`src/rtl/result_mailbox_if.sv`:
```
// Bus bundle between the CPU data port / result consumer and the result mailbox.
// The slave modport is the mailbox side.
interface result_mailbox_if #(
  parameter int IDX_W = 3
);
  logic [31:0]      d_mem_addr;
  logic [31:0]      d_mem_wdata;
  logic [3:0]       d_mem_wen;
  logic [31:0]      d_mem_rdata;
  logic             mb_hit;
  logic             out_valid;
  logic             out_ready;
  logic [IDX_W-1:0] out_index;
  logic [31:0]      out_data;
  logic             done;
  logic             overflow;

  modport slave (
    input  d_mem_addr, d_mem_wdata, d_mem_wen, out_ready,
    output d_mem_rdata, mb_hit, out_valid, out_index, out_data, done, overflow
  );

  modport master (
    output d_mem_addr, d_mem_wdata, d_mem_wen, out_ready,
    input  d_mem_rdata, mb_hit, out_valid, out_index, out_data, done, overflow
  );
endinterface

```
`src/rtl/result_mailbox.sv`:
```
// Memory-mapped result slots; every slot store is also queued into a drain FIFO.
// state    | meaning
// IDLE     | program running, no completion request seen
// DRAIN    | completion requested, waiting for the FIFO to empty
// DONE     | completion requested and FIFO drained; terminal until reset
module result_mailbox #(
  parameter logic [31:0] BASE_ADDR  = 32'h200,
  parameter int          NUM_SLOTS  = 8,
  parameter int          FIFO_DEPTH = 4
) (
  input logic             clk,
  input logic             rst_n,
  result_mailbox_if.slave bus
);
  localparam int IDX_W = $clog2(NUM_SLOTS);
  localparam int PTR_W = $clog2(FIFO_DEPTH);
  localparam int CNT_W = PTR_W + 1;
  localparam logic [31:0]      SLOT_BYTES = 32'(4 * NUM_SLOTS);
  localparam logic [29:0]      CTRL_WORD  = 30'(NUM_SLOTS);
  localparam logic [29:0]      STAT_WORD  = 30'(NUM_SLOTS + 1);
  localparam logic [CNT_W-1:0] FULL_CNT   = CNT_W'(FIFO_DEPTH);

  typedef enum logic [1:0] {
    ST_IDLE  = 2'd0,
    ST_DRAIN = 2'd1,
    ST_DONE  = 2'd2
  } state_t;

  logic [31:0]      r_slot      [NUM_SLOTS];
  logic [IDX_W-1:0] r_fifo_idx  [FIFO_DEPTH];
  logic [31:0]      r_fifo_data [FIFO_DEPTH];
  logic [PTR_W-1:0] r_wr_ptr;
  logic [PTR_W-1:0] r_rd_ptr;
  logic [CNT_W-1:0] r_count;
  logic             r_overflow;
  state_t           r_state;

  state_t           w_state_nxt;
  logic [CNT_W-1:0] w_count_nxt;
  logic [31:0]      w_off;
  logic             w_slot_hit;
  logic             w_ctrl_hit;
  logic             w_stat_hit;
  logic             w_wr;
  logic [IDX_W-1:0] w_slot_idx;
  logic [31:0]      w_merged;
  logic             w_push;
  logic             w_pop;
  logic             w_full;
  logic             w_push_ok;
  logic             w_done_req;
  logic             w_valid;
  logic             w_done;
  logic [3:0]       w_cnt_field;

  // Decode on the offset from the base so the window compares stay base-independent.
  assign w_off      = bus.d_mem_addr - BASE_ADDR;
  assign w_slot_hit = (w_off < SLOT_BYTES);
  assign w_ctrl_hit = (w_off[31:2] == CTRL_WORD);
  assign w_stat_hit = (w_off[31:2] == STAT_WORD);
  assign w_slot_idx = w_off[IDX_W+1:2];
  assign w_wr       = |bus.d_mem_wen;

  always_comb begin
    w_merged = r_slot[w_slot_idx];
    for (int b = 0; b < 4; b++) begin
      if (bus.d_mem_wen[b]) begin
        w_merged[8*b +: 8] = bus.d_mem_wdata[8*b +: 8];
      end
    end
  end

  assign w_push     = w_wr & w_slot_hit;
  assign w_full     = (r_count == FULL_CNT);
  assign w_valid    = (r_count != '0);
  assign w_pop      = w_valid & bus.out_ready;
  // A full FIFO still accepts a push when its head leaves on the same edge.
  assign w_push_ok  = w_push & (~w_full | w_pop);
  assign w_done_req = w_wr & w_ctrl_hit & bus.d_mem_wdata[0];

  always_comb begin
    w_count_nxt = r_count;
    if (w_push_ok && !w_pop) begin
      w_count_nxt = r_count + CNT_W'(1);
    end else if (!w_push_ok && w_pop) begin
      w_count_nxt = r_count - CNT_W'(1);
    end
  end

  always_ff @(posedge clk or negedge rst_n) begin
    if (!rst_n) begin
      for (int i = 0; i < NUM_SLOTS; i++) begin
        r_slot[i] <= '0;
      end
    end else if (w_push) begin
      r_slot[w_slot_idx] <= w_merged;
    end
  end

  always_ff @(posedge clk or negedge rst_n) begin
    if (!rst_n) begin
      for (int i = 0; i < FIFO_DEPTH; i++) begin
        r_fifo_idx[i]  <= '0;
        r_fifo_data[i] <= '0;
      end
      r_wr_ptr   <= '0;
      r_rd_ptr   <= '0;
      r_count    <= '0;
      r_overflow <= 1'b0;
    end else begin
      if (w_push_ok) begin
        r_fifo_idx[r_wr_ptr]  <= w_slot_idx;
        r_fifo_data[r_wr_ptr] <= w_merged;
        r_wr_ptr              <= r_wr_ptr + PTR_W'(1);
      end
      if (w_pop) begin
        r_rd_ptr <= r_rd_ptr + PTR_W'(1);
      end
      r_count <= w_count_nxt;
      if (w_push && !w_push_ok) begin
        r_overflow <= 1'b1;
      end
    end
  end

  always_ff @(posedge clk or negedge rst_n) begin
    if (!rst_n) begin
      r_state <= ST_IDLE;
    end else begin
      r_state <= w_state_nxt;
    end
  end

  always_comb begin
    w_state_nxt = r_state;
    case (r_state)
      ST_IDLE: begin
        if (w_done_req) begin
          w_state_nxt = w_valid ? ST_DRAIN : ST_DONE;
        end
      end
      ST_DRAIN: begin
        if (w_count_nxt == '0) begin
          w_state_nxt = ST_DONE;
        end
      end
      ST_DONE:  w_state_nxt = ST_DONE;
      default:  w_state_nxt = ST_IDLE;
    endcase
  end

  assign w_done      = (r_state == ST_DONE);
  assign w_cnt_field = 4'(r_count);

  always_comb begin
    bus.d_mem_rdata = '0;
    if (w_slot_hit) begin
      bus.d_mem_rdata = r_slot[w_slot_idx];
    end else if (w_stat_hit) begin
      bus.d_mem_rdata = {24'd0, w_cnt_field, 1'b0, w_done, r_overflow, w_valid};
    end
  end

  assign bus.mb_hit    = w_slot_hit | w_ctrl_hit | w_stat_hit;
  assign bus.out_valid = w_valid;
  assign bus.out_index = r_fifo_idx[r_rd_ptr];
  assign bus.out_data  = r_fifo_data[r_rd_ptr];
  assign bus.done      = w_done;
  assign bus.overflow  = r_overflow;
endmodule

```
`src/flat_wrapper.sv`:
```
// flat-port wrapper written by rule: the top's interface ports become plain ports
module result_mailbox_flat 
#(
  parameter logic [31:0] BASE_ADDR  = 32'h200,
  parameter int          NUM_SLOTS  = 8,
  parameter int          FIFO_DEPTH = 4
)
  (clk, rst_n, bus_d_mem_addr, bus_d_mem_wdata, bus_d_mem_wen, bus_out_ready, bus_d_mem_rdata, bus_mb_hit, bus_out_valid, bus_out_index, bus_out_data, bus_done, bus_overflow);
  result_mailbox_if #(.IDX_W(3)) bus_i ();
  input logic clk;
  input logic rst_n;
  input wire logic [$bits(bus_i.d_mem_addr)-1:0] bus_d_mem_addr;
  input wire logic [$bits(bus_i.d_mem_wdata)-1:0] bus_d_mem_wdata;
  input wire logic [$bits(bus_i.d_mem_wen)-1:0] bus_d_mem_wen;
  input wire logic [$bits(bus_i.out_ready)-1:0] bus_out_ready;
  output wire logic [$bits(bus_i.d_mem_rdata)-1:0] bus_d_mem_rdata;
  output wire logic [$bits(bus_i.mb_hit)-1:0] bus_mb_hit;
  output wire logic [$bits(bus_i.out_valid)-1:0] bus_out_valid;
  output wire logic [$bits(bus_i.out_index)-1:0] bus_out_index;
  output wire logic [$bits(bus_i.out_data)-1:0] bus_out_data;
  output wire logic [$bits(bus_i.done)-1:0] bus_done;
  output wire logic [$bits(bus_i.overflow)-1:0] bus_overflow;
  assign bus_i.d_mem_addr = bus_d_mem_addr;
  assign bus_i.d_mem_wdata = bus_d_mem_wdata;
  assign bus_i.d_mem_wen = bus_d_mem_wen;
  assign bus_i.out_ready = bus_out_ready;
  assign bus_d_mem_rdata = bus_i.d_mem_rdata;
  assign bus_mb_hit = bus_i.mb_hit;
  assign bus_out_valid = bus_i.out_valid;
  assign bus_out_index = bus_i.out_index;
  assign bus_out_data = bus_i.out_data;
  assign bus_done = bus_i.done;
  assign bus_overflow = bus_i.overflow;
  result_mailbox #(.BASE_ADDR(BASE_ADDR), .NUM_SLOTS(NUM_SLOTS), .FIFO_DEPTH(FIFO_DEPTH)) u_core (.clk(clk), .rst_n(rst_n), .bus(bus_i));
endmodule
```
`config.mk`:
```
export PLATFORM = sky130hd
export DESIGN_NAME = result_mailbox_flat
export DESIGN_NICKNAME = d
export VERILOG_FILES = /design/src/rtl/result_mailbox_if.sv /design/src/rtl/result_mailbox.sv /design/src/flat_wrapper.sv
export SDC_FILE = /design/constraint.sdc
export NUM_CORES = 1
export LEC_CHECK = 0
export CAP_MARGIN = 20
export CORE_UTILIZATION = 55
export DETAILED_ROUTE_END_ITERATION = 8
export PLACE_DENSITY = 0.86
export SLEW_MARGIN = 20
export SYNTH_ARGS = -nofsm -noshare
export SYNTH_HDL_FRONTEND = slang
export SYNTH_SLANG_ARGS = --single-unit
```
`constraint.sdc`:
```
create_clock -name clk -period 13.37 [get_ports clk]
set_clock_uncertainty 0.1 [all_clocks]
set_input_delay 3.3425 -clock clk [delete_from_list [all_inputs] [get_ports clk]]
set_output_delay 3.3425 -clock clk [all_outputs]
set_load 0.005 [all_outputs]
```
==> results of run 1 <==
==> registers in the layout, indices dropped and copies added (netlist names) <==
register	flops
u_core.r_slot	256
u_core.r_fifo_idx	12
u_core.r_state	2
u_core.r_fifo_data	128
u_core.bus.overflow	1
u_core.r_rd_ptr	2
u_core.r_count	3
u_core.r_wr_ptr	2
==> synthesized netlist by cell type (12+ instances only) <==
master / count
mux2_2: 32
mux2i_1: 36
nor2_1: 13
buf_2: 29
mux4_2: 99
nand2_1: 402
dfrtp_1: 406
and2_1: 30
ha_1: 12
buf_1: 21
clkbuf_1: 98
o21ai_1: 252
o21ai_0: 142
==> layer usage <==
metal	global-route usage (%)	routed length, um	vias to the layer above
li1	-	-	6023
met2	49.1	23900	685
met3	4.38	3460	162
met4	14.7	1980	0
met5	0	0	-
met1	35.9	18100	6914
==> logic make-up after synthesis <==
group / share of synthesized area, %
AO/OA/AOI/OAI: 12.0
XOR/XNOR: 0.237
AND/OR/NAND/NOR: 11.9
buffers and inverters: 3.49
adder cells (fa/ha/maj): 0.813
multiplexers: 16.5
flip-flops: 55.0
==> worst max path at each step <==
stage,to,slack (ps),cells past startpoint
final,bus_d_mem_rdata[1],2720,13
after global routing,bus_d_mem_rdata[0],2460,13
after CTS,bus_d_mem_rdata[1],2800,13
after detailed placement,bus_d_mem_rdata[1],2820,13
after global placement,bus_d_mem_rdata[0],2920,13
after floorplan,bus_d_mem_rdata[2],4310,11
==> area by class of cell <==
| cell class | instances | area (um2) | share of cell area, % |
|---|---|---|---|
| flip-flops and latches | 406 | 10200 | 47.3 |
| well taps | 442 | 553 | 2.58 |
| clock inverters | 20 | 344 | 1.60 |
| repair buffers | 163 | 1570 | 7.33 |
| multi-input cells | 1116 | 7700 | 35.9 |
| inverters | 12 | 45.0 | 0.210 |
| clock buffers | 51 | 1090 | 5.09 |
==> cell usage in the layout, fill, tap and decap left out, types with 4 or more instances in the layout <==
cell and count:
nand3_1 4, clkbuf_1 7, ha_1 12, clkdlybuf4s50_1 136, xnor2_1 4, nor3b_1 5, mux4_2 99, a21oi_1 4
o21ai_0 142, a22o_1 6, nor2_1 13, nand2_2 5, mux2_1 8, o21ai_1 252, nand4_2 4, buf_4 24
mux2_2 32, and2_1 30, bufinv_16 9, nand2_1 398, inv_1 10, dfrtp_1 405, clkbuf_16 41, clkinv_2 5
mux2i_1 35
==> power breakdown <==
part           leakage (nW)  internal (mW)  switching, mW
clock                 0.695          0.755          0.481
sequential             5.66           1.24         0.0369
combinational          2.92          0.123          0.157
==> stage by stage <==
stage	power (mW)	instance area (um2)	instances	worst slack (ps)	hold WS, ps
final	2.79	21500	2210	2720	380
after global routing	2.87	21500	2210	2460	401
after CTS	2.80	21500	2210	2800	380
after detailed placement	1.58	20000	2139	2820	366
after global placement	1.57	20000	2139	2920	356
after floorplan	1.47	18500	1683	4310	345
==> tightest hold or removal path, stage by stage (launching register included) <==
cell	delay (ps)
dfrtp_1	340
nand2_1	40
o21ai_0	60
==> reports/qor.txt, run 1 <==
Row count -> 66
CP top delay family -> simple AND/OR/NAND/NOR gates
Via count -> 13800
Fin. max-slew vios -> 0
Die Area -> 0.0343 mm2
CTS resizes -> 0
DR WL/cell -> 21.5 um
Initial Utilization -> 56.3%
# setup viols final -> 0
HPWL Detailed -> 26300 um
Worst hold stages -> 2
Leak pwr -> 9.27 nW
Share of the synthesized area in the top cell type -> 55.0%
Fill cell count -> 2239
I/O pins -> 142
Port Buffer Count -> 139
Type of the worst min-delay path -> reg2reg
Reg-to-Reg Start -> u_core.r_count[1]
Core Footprint -> 0.0328 mm2
Peak VDD IR -> 0.0868 mV
CTS Buffer Depth -> 3
Layout cells sized above 1 -> 14.1%
Highest Clock Rate -> 93.9 MHz
CP Capture Type -> output pin
Antenna diodes -> 0
Synth area leaders -> dfrtp_1 (55%), mux4_2 (12%), nand2_1 (8.2%), o21ai_1 (6.8%), o21ai_0 (3.8%)
Min-Delay Endpoint -> u_core.r_slot[219]
RSZ-0062 raised after global routing -> false
CP startpoint -> bus_d_mem_addr[9]
Worst-path clk slew -> 60 ps
Via count of the first global-routing pass -> 14500
Vias per cell -> 6.24
Synth area leader -> dfrtp_1
GP Congestion -> 0.792
Final ANT Viol Nets -> 0
Register area share after synthesis -> 55.0%
Setup Fix Bufs, Post-CTS -> 0
Clk_lat worst skew -> 540 ps
Critical path fanouts, max -> 10
FF+latch count, synth -> 406
Worst rel slew slack -> 23.4%
Final Critical Period -> 10650 ps
Crit path max-delay cell type -> clkdlybuf4s50_1
Ys flop type -> dfrtp_1
Top cell by count, worst path -> clkdlybuf4s50_1
CTS sink count -> 406
FF-to-FF End -> u_core.r_fifo_idx[5]
Root Driver -> clkbuf_16
Reg2Reg Depth -> 8
Pre-Repair DR Iteration Count -> 5
DRC Markers -> 0
CP required -> 9930 ps
Hold Vio Cnt, Final -> 0
Setup CP Type -> in2out
Critical Path, Cell by Cell -> clkdlybuf4s50_1 > inv_1 > ha_1 > nor3b_1 > o21a_1 > a2111oi_0 > or2_1 > nand2_1 > nor3_1 > nand3_1 > nor2_1 > a22o_1 > clkdlybuf4s50_1
Die H -> 185 um
Hold-fix buffers at CTS -> 0
Layout area overhead -> 16.2%
Initial antenna violation count -> 1
Status -> complete, no violations
Tightest Pin Transition -> 1120 ps
Initial drt markers -> 1496
Mapped Nets -> 1766
All-layer global routing usage -> 28.9%
Num CTS Buffers -> 40
Arrival @ worst endpoint -> 7210 ps
First-pass GRT wire length -> 76200 um
Final Net Count -> 1822
Largest net degree at the start of global routing -> 114
Synthesized area -> 0.0185 mm2
Clock H-tree levels -> 2
Remaining Overflow, GRT -> 0
Setup Total Neg Slack -> 0 ps
Number of synthesis warnings -> 0
Crit path launch type -> input port
Number of flops mapped to enable cells by yosys -> 0
Final core area utilization -> 65.5%
Worst path bufs/invs -> 3
Max stage delay on crit path -> 620 ps
Max Cap Viol -> 0
CTS tree -> yes
Crit share post-route -> 79.6%
Mapped Avg Cell Area -> 11.0 um2
Power Density -> 130 mW/mm2
Synth unique cells -> 66
Hold path startpoint -> u_core.r_slot[219]
Routed wire length -> 47400 um
Width of the die -> 185 um
Fraction of registers with async set/reset -> 100%
R2R setup slack -> 10190 ps
Cells after Synth -> 1683
No activity file was read; power rests on OpenSTA's default activity.
==> inputs of run 2 (changes only) <==
clock period = 10.4 ns   (was 13.37 ns; I/O delays follow)
==> run 2 against run 1 <==
Against the previous run: combinational power increased by 37%; register-to-register slack got worse by 2900 ps; first-iteration DRC count decreased by 11%; critical endpoint is now bus_d_mem_rdata[0]; critical path type unchanged; non-clock buffer count increased by 1; sequential share of layout area increased by 0.46 points; final area decreased by 0.96%; critical path depth unchanged; final cell count decreased by 0.18%; power increased by 21%; global-route usage decreased by 0.51 points; clock power increased by 9.7%; highest routed layer unchanged.
==> reports/qor.txt, run 2 (same netlist as run 1, synthesis figures left out) <==
Status -> complete, no violations (unchanged)
Hold_ws -> 379 ps (was 380 ps)
Worst Setup EP -> bus_d_mem_rdata[0] (was bus_d_mem_rdata[1])
Fill cell count -> 2281 (was 2239)
Initial antenna violation count -> 1 (unchanged)
CP required -> 7700 ps (was 9930 ps)
Most frequent cells in the layout -> dfrtp_1 (405), nand2_1 (398), o21ai_1 (252) (unchanged)
Reg2Reg Depth -> 8 (unchanged)
Core Footprint -> 0.0328 mm2 (unchanged)
HPWL Detailed -> 27800 um (was 26300 um)
Initial drt markers -> 1328 (was 1496)
Num CTS Buffers -> 38 (was 40)
RSZ-0062 raised after global routing -> false (unchanged)
Met2 Usage GRT -> 47.8% (was 49.1%)
Reg-to-Reg Start -> u_core.r_count[0] (was u_core.r_count[1])
Setup Fix Bufs, Post-CTS -> 0 (unchanged)
Final Total Pwr -> 3.37 mW (was 2.79 mW)
Hold Vio Cnt, Final -> 0 (unchanged)
Fin. max-slew vios -> 0 (unchanged)
CP Capture Type -> output pin (unchanged)
Setup CP Type -> in2out (unchanged)
CTS resizes -> 0 (unchanged)
All-layer global routing usage -> 28.3% (was 28.9%)
Largest regs -> u_core.r_slot x256, u_core.r_fifo_data x128, u_core.r_fifo_idx x12 (unchanged)
GRT met1 Usage -> 35.9% (about the same)
Layout area overhead -> 15.1% (was 16.2%)
Setup Total Neg Slack -> 0 ps (unchanged)
DRC Markers -> 0 (unchanged)
Largest net degree at the start of global routing -> 162 (was 114)
CTS sink count -> 406 (unchanged)
Pre-Repair DR Iteration Count -> 6 (was 5)
Max Cap Viol -> 0 (unchanged)
Register bank with the most flops -> u_core.r_slot (unchanged)
Commonest non-fill, non-tap cell in the layout -> dfrtp_1 (unchanged)
Placement Cell Area -> 0.0200 mm2 (about the same)
Remaining Overflow, GRT -> 0 (unchanged)
Row count -> 66 (unchanged)
I/O pins -> 142 (unchanged)
Leak pwr -> 9.19 nW (was 9.27 nW)
CP startpoint -> bus_d_mem_addr[9] (unchanged)
Die H -> 185 um (unchanged)
Die Area -> 0.0343 mm2 (unchanged)
First-pass GRT wire length -> 75100 um (was 76200 um)
GP Congestion -> 0.789 (was 0.792)
CTS Buffer Depth -> 3 (unchanged)
R2R setup slack -> 7240 ps (was 10190 ps)
Fin worst setup slack -> 1200 ps (was 2720 ps)
CTS tree -> yes (unchanged)
Final ANT Viol Nets -> 0 (unchanged)
Met3 track utilization from global routing -> 4.80% (was 4.38%)
Port Buffer Count -> 139 (unchanged)
Tightest Pin Transition -> 1050 ps (was 1120 ps)
Antenna diodes -> 0 (unchanged)
Worst rel slew slack -> 28.2% (was 23.4%)
Peak VDD IR -> 0.115 mV (was 0.0868 mV)
Final core area utilization -> 64.9% (was 65.5%)
Hold-fix buffers at CTS -> 0 (unchanged)
Final Non-Filler Cells -> 2206 (was 2210)
Crit share post-route -> 88.5%
Vias per cell -> 6.27 (was 6.24)
Routed wire length -> 47000 um (was 47400 um)
Final Instance Area -> 0.0213 mm2 (was 0.0215 mm2)
Largest register FFs -> 256 (unchanged)
Via count -> 13800 (about the same)
Grt peak-use layer -> met2 (unchanged)
Power Density -> 158 mW/mm2 (was 130 mW/mm2)
Worst-path clk slew -> 60 ps (about the same)
Type of the worst min-delay path -> reg2reg (unchanged)
Layout cells sized above 1 -> 13.8% (was 14.1%)
DR WL/cell -> 21.3 um (was 21.5 um)
# setup viols final -> 0 (unchanged)
Worst hold stages -> 2 (unchanged)
Initial Utilization -> 56.3% (unchanged)
Critical path fanouts, max -> 10 (unchanged)
Highest Clock Rate -> 109 MHz
Crit path launch type -> input port (unchanged)
Pre-CTS setup slack -> 1310 ps (was 2820 ps)
Final Net Count -> 1821 (was 1822)
Clk_lat worst skew -> 530 ps (was 540 ps)
Root Driver -> clkbuf_16 (unchanged)
FF-to-FF End -> u_core.r_fifo_idx[4] (was u_core.r_fifo_idx[5])
Arrival @ worst endpoint -> 6500 ps (was 7210 ps)
Clock H-tree levels -> 2 (unchanged)
Via count of the first global-routing pass -> 14300 (was 14500)
Dpl cells -> 2139 (unchanged)
Width of the die -> 185 um (unchanged)
Final Critical Period -> 9200 ps
==> run 2: layout make-up <==
cell class	instances	area, um2	area share, %
Timing Repair Buffer	164	1590	7.49
Sequential cell	406	10200	47.8
Inverter	12	45.0	0.212
Tap cell	442	553	2.60
Clock inverter	10	82.6	0.388
Multi-Input combinational cell	1116	7700	36.2
Clock buffer	56	1130	5.31
==> run 2: where the power goes <==
part           switching [mW]  internal (mW)
Combinational           0.225          0.159
Sequential             0.0271           1.59
Clock                   0.584          0.779
==> run 2: critical path: stages <==
cell and delay (ps):
clkdlybuf4s50_1 620, inv_1 80, ha_1 310, nor3b_1 190, o21a_1 160, a2111oi_0 540
or2_1 220, nand2_1 90, nor3_1 270, nand3_1 140, nor2_1 480, a22o_1 280
clkdlybuf4s50_1 500
==> run 2: worst min path at each step <==
stage                                 from                endpoint  slack [ps]
finish                  u_core.r_slot[134]      u_core.r_slot[134]         380
global route            u_core.r_slot[178]      u_core.r_slot[178]         400
CTS                 u_core.r_fifo_data[59]  u_core.r_fifo_data[59]         380
detailed placement    u_core.r_fifo_idx[3]    u_core.r_fifo_idx[3]         370
global placement        u_core.r_slot[241]      u_core.r_slot[241]         360
floorplan           u_core.r_fifo_data[34]  u_core.r_fifo_data[34]         340
==> run 2: metal layers <==
metal  part of all wire (%)  vias up
li1                       -     6029
met1                     39     6998
met5                      0        -
met3                    6.8      140
met2                     51      657
met4                    3.6        0
==> inputs of run 3 (changes only) <==
CAP_MARGIN = default   (was 20)
CORE_MARGIN = 4   (was default)
PLACE_DENSITY = 0.82   (was 0.86)
==> run 3 against run 2 <==
Against the previous run: combinational power shrank 5.5%; worst hold slack lost 2.2 ps; non-clock buffer count shrank 2; sequential share of layout area shrank 0.31 points; die area grew 6.6%; worst setup slack gained 70 ps; first-iteration DRC count shrank 20%; core utilization grew 0.26 points; sequential power is essentially flat; critical path depth is the same.
==> reports/qor.txt, run 3 (same netlist as run 1, synthesis figures left out) <==
Port Buffer Count -> 139 (unchanged)
Clk_lat worst skew -> 530 ps (about the same)
Routed wire length -> 46000 um (was 47000 um)
Final ANT Viol Nets -> 0 (unchanged)
Final Net Count -> 1821 (unchanged)
Critical path fanouts, max -> 10 (unchanged)
CP required -> 7700 ps (about the same)
All-layer global routing usage -> 25.7% (was 28.3%)
RSZ-0062 raised after global routing -> false (unchanged)
Clock H-tree levels -> 2 (unchanged)
Leak pwr -> 9.24 nW (was 9.19 nW)
CP startpoint -> bus_d_mem_addr[9] (unchanged)
Max stage delay on crit path -> 620 ps (about the same)
Crit path max-delay cell type -> clkdlybuf4s50_1 (unchanged)
GP Congestion -> 0.777 (was 0.789)
Pre-Repair DR Iteration Count -> 7 (was 6)
Fin. max-slew vios -> 0 (unchanged)
DRC Markers -> 0 (unchanged)
Crit path launch type -> input port (unchanged)
Num CTS Buffers -> 40 (was 38)
Top cell by count, worst path -> clkdlybuf4s50_1 (unchanged)
CP Capture Type -> output pin (unchanged)
Hold-fix buffers at CTS -> 0 (unchanged)
Arrival @ worst endpoint -> 6430 ps (was 6500 ps)
Commonest non-fill, non-tap cell in the layout -> dfrtp_1 (unchanged)
Setup Total Neg Slack -> 0 ps (unchanged)
Worst rel slew slack -> 26.8% (was 28.2%)
Final core area utilization -> 65.1% (was 64.9%)
Worst-path clk slew -> 70 ps (was 60 ps)
CTS Buffer Depth -> 3 (unchanged)
Peak VDD IR -> 0.108 mV (was 0.115 mV)
CTS resizes -> 0 (unchanged)
Initial antenna violation count -> 0 (was 1)
Tightest Pin Transition -> 1070 ps (was 1050 ps)
Core Footprint -> 0.0329 mm2 (was 0.0328 mm2)
Reg-to-Reg Start -> u_core.r_count[0] (unchanged)
Via count -> 13500 (was 13800)
Setup Fix Bufs, Post-CTS -> 0 (unchanged)
DR WL/cell -> 20.8 um (was 21.3 um)
Root Driver -> clkbuf_16 (unchanged)
Vias per cell -> 6.11 (was 6.27)
Setup CP Type -> in2out (unchanged)
Fill cell count -> 2356 (was 2281)
Final Critical Period -> 9130 ps (was 9200 ps)
Layout cells sized above 1 -> 14.1% (was 13.8%)
Layout area overhead -> 15.9% (was 15.1%)
Worst path bufs/invs -> 3 (unchanged)
CTS sink count -> 406 (unchanged)
Initial drt markers -> 1064 (was 1328)
Antenna diodes -> 0 (unchanged)
Most frequent cells in the layout -> dfrtp_1 (405), nand2_1 (398), o21ai_1 (252) (unchanged)
Die Area -> 0.0366 mm2 (was 0.0343 mm2)
First-pass GRT wire length -> 75100 um (about the same)
Hold path startpoint -> u_core.r_fifo_data[14] (was u_core.r_slot[134])
Largest register FFs -> 256 (unchanged)
# setup viols final -> 0 (unchanged)
Register bank with the most flops -> u_core.r_slot (unchanged)
Pre-CTS setup slack -> 1320 ps (was 1310 ps)
Type of the worst min-delay path -> reg2reg (unchanged)
Max Cap Viol -> 0 (unchanged)
HPWL Detailed -> 27000 um (was 27800 um)
Status -> complete, no violations (unchanged)
Crit share post-route -> 87.8% (was 88.5%)
Row count -> 66 (unchanged)
Via count of the first global-routing pass -> 14300 (about the same)
Largest net degree at the start of global routing -> 109 (was 162)
Highest Clock Rate -> 109 MHz (about the same)
CTS tree -> yes (unchanged)
Power Density -> 164 mW/mm2 (was 158 mW/mm2)
Hold Vio Cnt, Final -> 0 (unchanged)
Width of the die -> 191 um (was 185 um)
Initial Utilization -> 56.2% (was 56.3%)
Fin worst setup slack -> 1270 ps (was 1200 ps)
I/O pins -> 142 (unchanged)
Die H -> 191 um (was 185 um)
Remaining Overflow, GRT -> 0 (unchanged)
Critical Path, Cell by Cell -> clkdlybuf4s50_1 > inv_1 > ha_1 > nor3b_1 > o21a_1 > a2111oi_0 > or2_1 > nand2_1 > nor3_1 > nand3_1 > nor2_1 > a22o_1 > clkdlybuf4s50_1 (unchanged)
CP top delay family -> simple AND/OR/NAND/NOR gates (unchanged)
Largest regs -> u_core.r_slot x256, u_core.r_fifo_data x128, u_core.r_fifo_idx x12 (unchanged)
[run 3: final timing paths]
check                      cells past startpoint  slack (ps)                      to
max                                           13        1270      bus_d_mem_rdata[0]
max reg2reg                                    8        7110    u_core.r_fifo_idx[7]
min in group asynchronous                      1        2020   u_core.r_fifo_data[9]
max in group asynchronous                      2        6650  u_core.r_fifo_data[53]
min reg2reg                                    2         380  u_core.r_fifo_data[14]
min                                            2         380  u_core.r_fifo_data[14]
[run 3: metrics by stage]
| step | hold WS, ps | cell area [um2] | power, mW | cells |
|---|---|---|---|---|
| after floorplan | 345 | 18500 | 1.89 | 1683 |
| after global placement | 356 | 20000 | 2.02 | 2138 |
| after detailed placement | 365 | 20000 | 2.02 | 2138 |
| after CTS | 381 | 21400 | 3.53 | 2207 |
| after global routing | 390 | 21400 | 3.64 | 2207 |
| final | 377 | 21400 | 3.52 | 2207 |
[run 3: metal layers]
metal	part of all wire (%)	wire, um	GRT usage, %	vias to the layer above
li1	-	-	-	6009
met1	40	18500	33.8	6843
met2	50	23100	43.7	514
met3	5.9	2710	3.34	120
met4	3.6	1670	10.2	0
met5	0	0	0	-
[run 3: power breakdown]
group          internal [mW]  switching (mW)  leakage (nW)
combinational          0.158           0.206          2.91
sequential              1.59          0.0425          5.66
clock                  0.908           0.612         0.675
total                   2.66           0.860          9.24
[run 3: final cells by class]
class | count | area, um2 | share of cell area [%]
Sequential cell | 406 | 10200 | 47.5
Multi-Input combinational cell | 1116 | 7700 | 36.0
Timing Repair Buffer | 162 | 1570 | 7.31
Clock buffer | 49 | 1110 | 5.17
Tap cell | 442 | 553 | 2.58
Clock inverter | 20 | 273 | 1.27
Inverter | 12 | 45.0 | 0.210
[run 3: worst min-delay path: stages, from the launching register on]
cell and delay, ps:
dfrtp_1 340, nand2_1 40, o21ai_0 60
